==> src/rtl/palette_ctrl.sv <==
`timescale 1ns/1ps
`default_nettype none
// ============================================================================
// Module   : palette_ctrl
// Brief    : Palette RAM controller: CPU write queue, whole-palette fill
//            engine and CPU readback that yields to the display fetch.
// Revision : 1.0 - initial release
// ============================================================================
module palette_ctrl #(
    parameter int WR_FIFO_DEPTH = 4
) (
    input  logic        clk_i,
    input  logic        rst_ni,

    input  logic        cpu_wr_req_i,
    output logic        cpu_wr_ready_o,
    input  logic [7:0]  cpu_wr_addr_i,
    input  logic [1:0]  cpu_wr_ben_i,
    input  logic [15:0] cpu_wr_data_i,

    input  logic        cpu_rd_req_i,
    input  logic [7:0]  cpu_rd_addr_i,
    output logic        cpu_rd_valid_o,
    output logic [15:0] cpu_rd_data_o,
    output logic        cpu_rd_busy_o,

    input  logic        fill_start_i,
    input  logic [15:0] fill_value_i,
    output logic        fill_busy_o,

    input  logic        disp_active_i,
    input  logic [7:0]  disp_addr_i,

    output logic        pal_wr_en_o,
    output logic [1:0]  pal_ben_o,
    output logic [7:0]  pal_wr_addr_o,
    output logic [15:0] pal_wr_data_o,

    output logic [7:0]  pal_rd_addr_o,
    input  logic [15:0] pal_rd_data_i
);

    localparam int AW = $clog2(WR_FIFO_DEPTH);
    localparam logic [AW:0] FULL_COUNT = (AW+1)'(WR_FIFO_DEPTH);

    typedef enum logic [0:0] {
        IDLE = 1'b0,
        FILL = 1'b1
    } state_t;

    state_t         state;
    logic [7:0]     fill_cnt;
    logic [15:0]    fill_val;

    // Queue entry layout: {ben[1:0], addr[7:0], data[15:0]}
    logic [25:0]    fifo_mem [WR_FIFO_DEPTH];
    logic [AW-1:0]  wr_ptr;
    logic [AW-1:0]  rd_ptr;
    logic [AW:0]    count;
    logic           fifo_full;
    logic           fifo_empty;
    logic           push;
    logic           pop;

    logic           rd_pend;
    logic           rd_inflight;
    logic [7:0]     rd_addr;
    logic           rd_issue;

    assign fifo_full      = (count == FULL_COUNT);
    assign fifo_empty     = (count == '0);
    assign cpu_wr_ready_o = !fifo_full;
    assign push           = cpu_wr_req_i && !fifo_full;
    assign pop            = (state == IDLE) && !fifo_empty && !fill_start_i;
    assign cpu_rd_busy_o  = rd_pend;

    // The last popped write is still on the registered write port when the
    // queue reads empty; waiting for it to land keeps read-after-write exact.
    assign rd_issue = rd_pend && !rd_inflight && !disp_active_i && fifo_empty
                      && (state == IDLE) && !pal_wr_en_o;

    always_comb begin
        pal_rd_addr_o = 8'h00;
        if (disp_active_i) begin
            pal_rd_addr_o = disp_addr_i;
        end else if (rd_issue) begin
            pal_rd_addr_o = rd_addr;
        end
    end

    always_ff @(posedge clk_i) begin
        if (push) begin
            fifo_mem[wr_ptr] <= {cpu_wr_ben_i, cpu_wr_addr_i, cpu_wr_data_i};
        end
    end

    always_ff @(posedge clk_i or negedge rst_ni) begin
        if (!rst_ni) begin
            state         <= IDLE;
            fill_cnt      <= 8'h00;
            fill_val      <= 16'h0000;
            fill_busy_o   <= 1'b0;
            wr_ptr        <= '0;
            rd_ptr        <= '0;
            count         <= '0;
            pal_wr_en_o   <= 1'b0;
            pal_ben_o     <= 2'b00;
            pal_wr_addr_o <= 8'h00;
            pal_wr_data_o <= 16'h0000;
        end else begin
            pal_wr_en_o <= 1'b0;
            if (push) begin
                wr_ptr <= wr_ptr + 1'b1;
            end
            if (pop) begin
                rd_ptr <= rd_ptr + 1'b1;
            end
            case ({push, pop})
                2'b10:   count <= count + 1'b1;
                2'b01:   count <= count - 1'b1;
                default: count <= count;
            endcase

            case (state)
                IDLE: begin
                    if (fill_start_i) begin
                        state       <= FILL;
                        fill_cnt    <= 8'h00;
                        fill_val    <= fill_value_i;
                        fill_busy_o <= 1'b1;
                    end else if (pop) begin
                        pal_wr_en_o <= 1'b1;
                        {pal_ben_o, pal_wr_addr_o, pal_wr_data_o} <= fifo_mem[rd_ptr];
                    end
                end
                FILL: begin
                    pal_wr_en_o   <= 1'b1;
                    pal_ben_o     <= 2'b11;
                    pal_wr_addr_o <= fill_cnt;
                    pal_wr_data_o <= fill_val;
                    fill_cnt      <= fill_cnt + 8'd1;
                    if (fill_cnt == 8'hFF) begin
                        state       <= IDLE;
                        fill_busy_o <= 1'b0;
                    end
                end
                default: begin
                    state       <= IDLE;
                    fill_busy_o <= 1'b0;
                end
            endcase
        end
    end

    // Readback: latch request, issue when the port is free, capture the
    // RAM's registered data one cycle later.
    always_ff @(posedge clk_i or negedge rst_ni) begin
        if (!rst_ni) begin
            rd_pend        <= 1'b0;
            rd_inflight    <= 1'b0;
            rd_addr        <= 8'h00;
            cpu_rd_valid_o <= 1'b0;
            cpu_rd_data_o  <= 16'h0000;
        end else begin
            cpu_rd_valid_o <= 1'b0;
            rd_inflight    <= rd_issue;
            if (rd_inflight) begin
                cpu_rd_data_o  <= pal_rd_data_i;
                cpu_rd_valid_o <= 1'b1;
                rd_pend        <= 1'b0;
            end else if (cpu_rd_req_i && !rd_pend) begin
                rd_pend <= 1'b1;
                rd_addr <= cpu_rd_addr_i;
            end
        end
    end

endmodule
`default_nettype wire

==> config.mk <==
export PLATFORM = sky130hd
export DESIGN_NAME = palette_ctrl
export DESIGN_NICKNAME = d
export VERILOG_FILES = /design/src/rtl/palette_ctrl.sv
export SDC_FILE = /design/constraint.sdc
export NUM_CORES = 1
export LEC_CHECK = 0
export BUFFER_PORTS_ARGS = -buffer_cell sky130_fd_sc_hd__buf_2
export CORE_MARGIN = 2
export CORE_UTILIZATION = 55
export DETAILED_ROUTE_END_ITERATION = 6
export HOLD_SLACK_MARGIN = 0.08
export PLACE_DENSITY = 0.77
export SETUP_SLACK_MARGIN = 0.15
export SLEW_MARGIN = 20
export SYNTH_ARGS = -nofsm -noshare
export SYNTH_HDL_FRONTEND = slang
export SYNTH_SLANG_ARGS = --single-unit
export TNS_END_PERCENT = 50
==> constraint.sdc <==
create_clock -name clk_i -period 4 [get_ports clk_i]
set_clock_uncertainty 0.1 [all_clocks]
set_input_delay 1 -clock clk_i [delete_from_list [all_inputs] [get_ports clk_i]]
set_output_delay 1 -clock clk_i [all_outputs]
set_load 0.01 [all_outputs]
==> impl_metrics.tcl, run 1 <==
set metrics [dict create \
    worstPathMaxFanout 20 \
    period_minus_slack_ps 3430 \
    drtIter0Drc 197 \
    place_area_sq_mm 0.00850 \
    drc 0 \
    dr_total_vias 4575 \
    cts_tree "yes" \
    clk_latency_ps 420 \
    grt_max_degree 60 \
    die_w_um 122 \
    arrival_ps 2330 \
    critPathKind "register to primary output" \
    coreArea_sq_mm 0.0137 \
    yosysWarnings 0 \
    hold_violations 0 \
    p_total_mw 5.96 \
    cpPeakStageDelay_ps 660 \
    critPathCaptureType "primary output" \
    layout_common_cells "133 x buf_2, 104 x edfxtp_1, 86 x dfrtp_1, 77 x nand2_1, 50 x mux2_2" \
    fmax_mhz 291 \
    clock-sinks 191 \
    yosysTopAreaCell "edfxtp_1" \
    grt_pass1_wl_mm 23.9 \
    cts_buffers 17 \
    track_usage 0.217 \
    relSlewSlack 0.365 \
    portBuffers 134 \
    routed_via_density 5.46 \
    grt_pass1_vias 4702 \
    synth_cell_types 47 \
    cp_slowest_cell "or4b_4" \
    start_kind "register" \
    clock_tree.buffer_depth 2 \
    gr-total-overflow 0 \
    finalCritPeriodShare 0.858 \
    ir_drop_mv 0.360 \
    outcome "finished, final reports clean" \
    num_rows 43 \
    die_area_sq_mm 0.0148 \
    htreeDepth 4 \
    first_pass_iters 5 \
    power.leakage_nw 3.98 \
    place_inst 806 \
    layout_commonest_cell "buf_2" \
    root_buffer "clkbuf_16" \
    synth_fp_nets 590 \
    routed_wirelength_mm 15.1 \
    drt-wirelength-per-cell_um 18.1 \
    antenna_left 0 \
    ys_ff_latch 191 \
    worst_slew_pin_slew_ps 952 \
    io_pins 135 \
    rsz0062_at_grt "no" \
    cp.required_ps 2900 \
    nNetsFinal 732 \
    max_cap_viol_count 0 \
    maxSlewViolCount 0 \
    post_cts_buffers 0 \
    syn_inst 503 \
    final_cell_count_no_fill 838 \
    antenna_cells 0 \
    yosysSeqAreaShare 0.695 \
    gp_congestion 0.741 \
    avgSynthCellArea_sq_um 15.2 \
    min_path_type "register to register" \
    power.density_mw_per_mm2 655 \
    drive_gt1_frac 0.357 \
    syn-cell-area_sq_mm 0.00762 \
    cts_resized 0 \
    hold_buffers 0 \
    hpwlAfterDp_mm 10.4 \
    synth_top_area_share 0.410 \
    ys_top_cells_by_area "edfxtp_1 41%, dfrtp_1 29%, mux2_2 7.4%" \
    setup_viol 0 \
    stdcell_area_sq_mm 0.00910 \
    crit_path_cell_trace "or4b_4, nor3_4, a22o_1, buf_2" \
    areaGrowthSynthToFinish_pct 19.4 \
    die_h_um 122 \
    antenna_found_initial 0 \
    tns_ps 0 \
    initial_utilization 0.556 \
    path_clk_slew_ps 70 \
]
## worst paths after layout
kind,startpoint,endpoint,depth (start not counted),slack (ps)
worst max-delay path,rd_inflight,pal_rd_addr_o[7],4,570
max in group asynchronous,rst_ni,pal_wr_data_o[6],2,2550
min in group asynchronous,rst_ni,cpu_rd_data_o[14],1,530
worst min register to register,fill_val[11],fill_val[11],2,380
worst max register to register,state,pal_wr_addr_o[0],5,1440
worst min-delay path,fill_val[11],fill_val[11],2,380
## sequential cells by signal (all words and copies together) (netlist names), 2 cells and up
name,count
wr_ptr,2
pal_wr_data_o,16
cpu_rd_data_o,16
pal_wr_addr_o,8
fifo_mem,104
pal_ben_o,2
rd_ptr,2
fill_val,16
rd_addr,8
count,3
fill_cnt,8
## metrics by stage
stage	hold slack, ps	worst slack, ps	utilization
finish	377	569	0.663
global route	404	443	0.663
CTS	380	525	0.663
detailed placement	363	591	0.620
global placement	362	671	0.620
floorplan	274	768	-
## final cells by class
| class | instances | area [sq um] |
|---|---|---|
| clock buffer | 26 | 533 |
| clock inverter | 6 | 66.3 |
| fill | 979 | 4620 |
| inverter | 12 | 45.0 |
| multi-input combinational | 275 | 2150 |
| sequential | 191 | 5300 |
| tap | 180 | 225 |
| timing repair buffer | 148 | 778 |
## cell families (layout without fill, tap and decap cells)
group	Yosys count	in the layout	share of synthesized area
buffers and inverters	37	192	0.0225
and+or+nand+nor	114	114	0.0691
adders and majority gates	7	7	0.0125
xor gates and xnor gates	9	9	0.0103
DFF	191	191	0.695
AOI/OAI and AO/OA	55	55	0.0576
muxes	90	90	0.133
## synthesized netlist by cell type, drive strengths merged
master / n
and3: 5
a311o: 1
xnor2: 4
o311ai: 1
a211o: 2
a21o: 1
nand2b: 3
or3: 1
nand2: 77
fa: 1
edfxtp: 104
nor3: 4
buf: 13
inv: 12
o22ai: 9
mux2i: 36
o32ai: 1
clkbuf: 12
o211ai: 7
ha: 6
a211oi: 1
nor2b: 2
o21ai: 3
nor2: 8
a22o: 8
o31ai: 2
o221ai: 18
and2: 2
or4b: 1
or4: 1
xor2: 5
nor3b: 3
or3b: 1
nand4: 1
nand3: 4
mux2: 50
mux4: 4
o41ai: 1
or2: 1
dfrtp: 87
## where the power goes
group          total [mW]  leakage [nW]  switching (mW)  internal [mW]
logic                1.35          1.66           0.704          0.650
clock network        1.67         0.291           0.675          0.990
registers            2.95          2.03           0.348           2.60
total                5.96          3.98            1.73           4.24
## per-layer routing
| metal | global-route usage | share of wire | up-vias |
|---|---|---|---|
| met4 | 0.0884 | 0.0073 | 0 |
| met3 | 0.0515 | 0.061 | 6 |
| met5 | 0 | 0 | - |
| li1 | - | - | 2148 |
| met1 | 0.261 | 0.40 | 2260 |
| met2 | 0.378 | 0.53 | 161 |
## worst max-delay path, delay by kind of cell, from the launching register on
| kind | cells | cell delay (ps) |
|---|---|---|
| AND/OR/NAND/NOR | 2 | 970 |
| flip-flops | 1 | 640 |
| AO/OA/AOI/OAI | 1 | 180 |
| buffers and inverters | 1 | 120 |
Power figures use the tool's default switching activity.
==> inputs of run 2 (changes only) <==
Settings changed: CORE_UTILIZATION 55 to 48, CTS_BUF_LIST set to sky130_fd_sc_hd__clkbuf_8, PLACE_DENSITY 0.77 to 0.68.
==> impl_metrics.tcl, run 2 (synthesis results as in run 1) <==
set metrics [dict create \
    post_cts_buffers 0 \
    initial_utilization 0.485 \
    period_minus_slack_ps 3490 \
    max_cap_viol_count 0 \
    critPathCaptureType "primary output" \
    use_met3 0.0484 \
    cts_resized 0 \
    final_cell_count_no_fill 869 \
    drive_gt1_frac 0.352 \
    track_usage 0.190 \
    cts_tree "yes" \
    antenna_left 0 \
    busiest_layer "met2" \
    antenna_cells 0 \
    dr_total_vias 4535 \
    hold_violations 0 \
    nNetsFinal 728 \
    hold_buffers 0 \
    place_inst 838 \
    critPathKind "register to primary output" \
    grt_pass1_vias 4531 \
    timing.final.ws_setup_ps 512 \
    worstPathMaxFanout 20 \
    die_w_um 130 \
    clock_tree.buffer_depth 2 \
    htreeDepth 4 \
    largest_reg_flops 104 \
    min_path_type "register to register" \
    antenna_found_initial 0 \
    power.density_mw_per_mm2 613 \
    outcome "finished, final reports clean" \
    grt_max_degree 57 \
    portBuffers 134 \
    num_rows 46 \
    path_clk_slew_ps 80 \
    met1_usage 0.247 \
    relSlewSlack 0.269 \
    setup_viol 0 \
    finalCritPeriodShare 0.872 \
    arrival_ps 2390 \
    maxSlewViolCount 0 \
    layout_common_cells "133 x buf_2, 104 x edfxtp_1, 86 x dfrtp_1, 77 x nand2_1, 50 x mux2_2" \
    layout_commonest_cell "buf_2" \
    post-route-util 0.565 \
    use_met2 0.312 \
    largest-register "fifo_mem" \
    areaGrowthSynthToFinish_pct 16.4 \
    drc 0 \
    post-place-ws_ps 547 \
    io_pins 135 \
    clock-sinks 191 \
    clk_latency_ps 450 \
    power.leakage_nw 3.87 \
    cts_buffers 17 \
    gr-total-overflow 0 \
    n_fill_cell 1296 \
    routed_wirelength_mm 15.5 \
    grt_pass1_wl_mm 23.9 \
    die_h_um 130 \
    gp_congestion 0.795 \
    start_kind "register" \
    hpwlAfterDp_mm 9.91 \
    fmax_mhz 287 \
    routed_via_density 5.22 \
    coreArea_sq_mm 0.0157 \
    ir_drop_mv 0.269 \
    rsz0062_at_grt "no" \
    worst_slew_pin_slew_ps 1100 \
    root_buffer "clkbuf_8" \
    tns_ps 0 \
    die_area_sq_mm 0.0169 \
    first_pass_iters 4 \
    drtIter0Drc 172 \
    cp.required_ps 2900 \
    drt-wirelength-per-cell_um 17.8 \
]
## run 2: cell count changes in the layout (fill, tap and decap cells not counted), sizes merged
cell      delta
inv          +2
bufinv       +1
clkinv       +5
clkbuf       -8
buf          -4
clkinvlp     -1
## run 2: path summary, 6_finish.rpt
| kind | endpoint | cells past startpoint | slack (ps) | startpoint |
|---|---|---|---|---|
| setup reg to reg | pal_wr_data_o[10] | 4 | 1500 | state |
| max in group asynchronous | pal_wr_data_o[8] | 2 | 2570 | rst_ni |
| hold / removal | fill_val[10] | 2 | 380 | fill_val[10] |
| min in group asynchronous | cpu_rd_data_o[11] | 1 | 510 | rst_ni |
| hold reg to reg | fill_val[10] | 2 | 380 | fill_val[10] |
| setup / recovery | pal_rd_addr_o[1] | 4 | 510 | rd_inflight |
## run 2: layout make-up
| type | instances | area [sq um] | area share |
|---|---|---|---|
| clock buffers | 18 | 248 | 0.0279 |
| clock inverters | 13 | 108 | 0.0121 |
| inverters | 12 | 45.0 | 0.00507 |
| multi-input cells | 275 | 2160 | 0.243 |
| flip-flops and latches | 191 | 5300 | 0.597 |
| well taps | 216 | 270 | 0.0304 |
| repair buffers | 144 | 748 | 0.0843 |
## run 2: worst max-delay path: stages, from the launching register on
cell     delay [ps]
dfrtp_1         640
or4b_4          660
nor3_4          320
a22o_1          200
buf_2           130
## run 2: metal layers
metal,vias up,part of all wire
li1,2128,-
met4,0,0.012
met2,146,0.49
met3,14,0.052
met1,2247,0.44
met5,-,0
## run 2: report_power, final
group          switching (mW)  leakage, nW  total (mW)  internal, mW
registers               0.329         2.03        2.92          2.59
clock network           0.606        0.202        1.15         0.549
logic                   0.714         1.64        1.36         0.647
total                    1.65         3.87        5.44          3.79
## run 2: per-stage QoR
| step | instance area (sq um) | total power, mW | hold slack [ps] |
|---|---|---|---|
| 2_1_floorplan | 7620 | 3.85 | 274 |
| 3_3_place_gp | 8520 | 4.28 | 363 |
| 3_5_place_dp | 8520 | 4.35 | 364 |
| 4_1_cts | 8870 | 5.50 | 385 |
| 5_1_grt | 8880 | 5.77 | 412 |
| 6_report | 8880 | 5.44 | 377 |
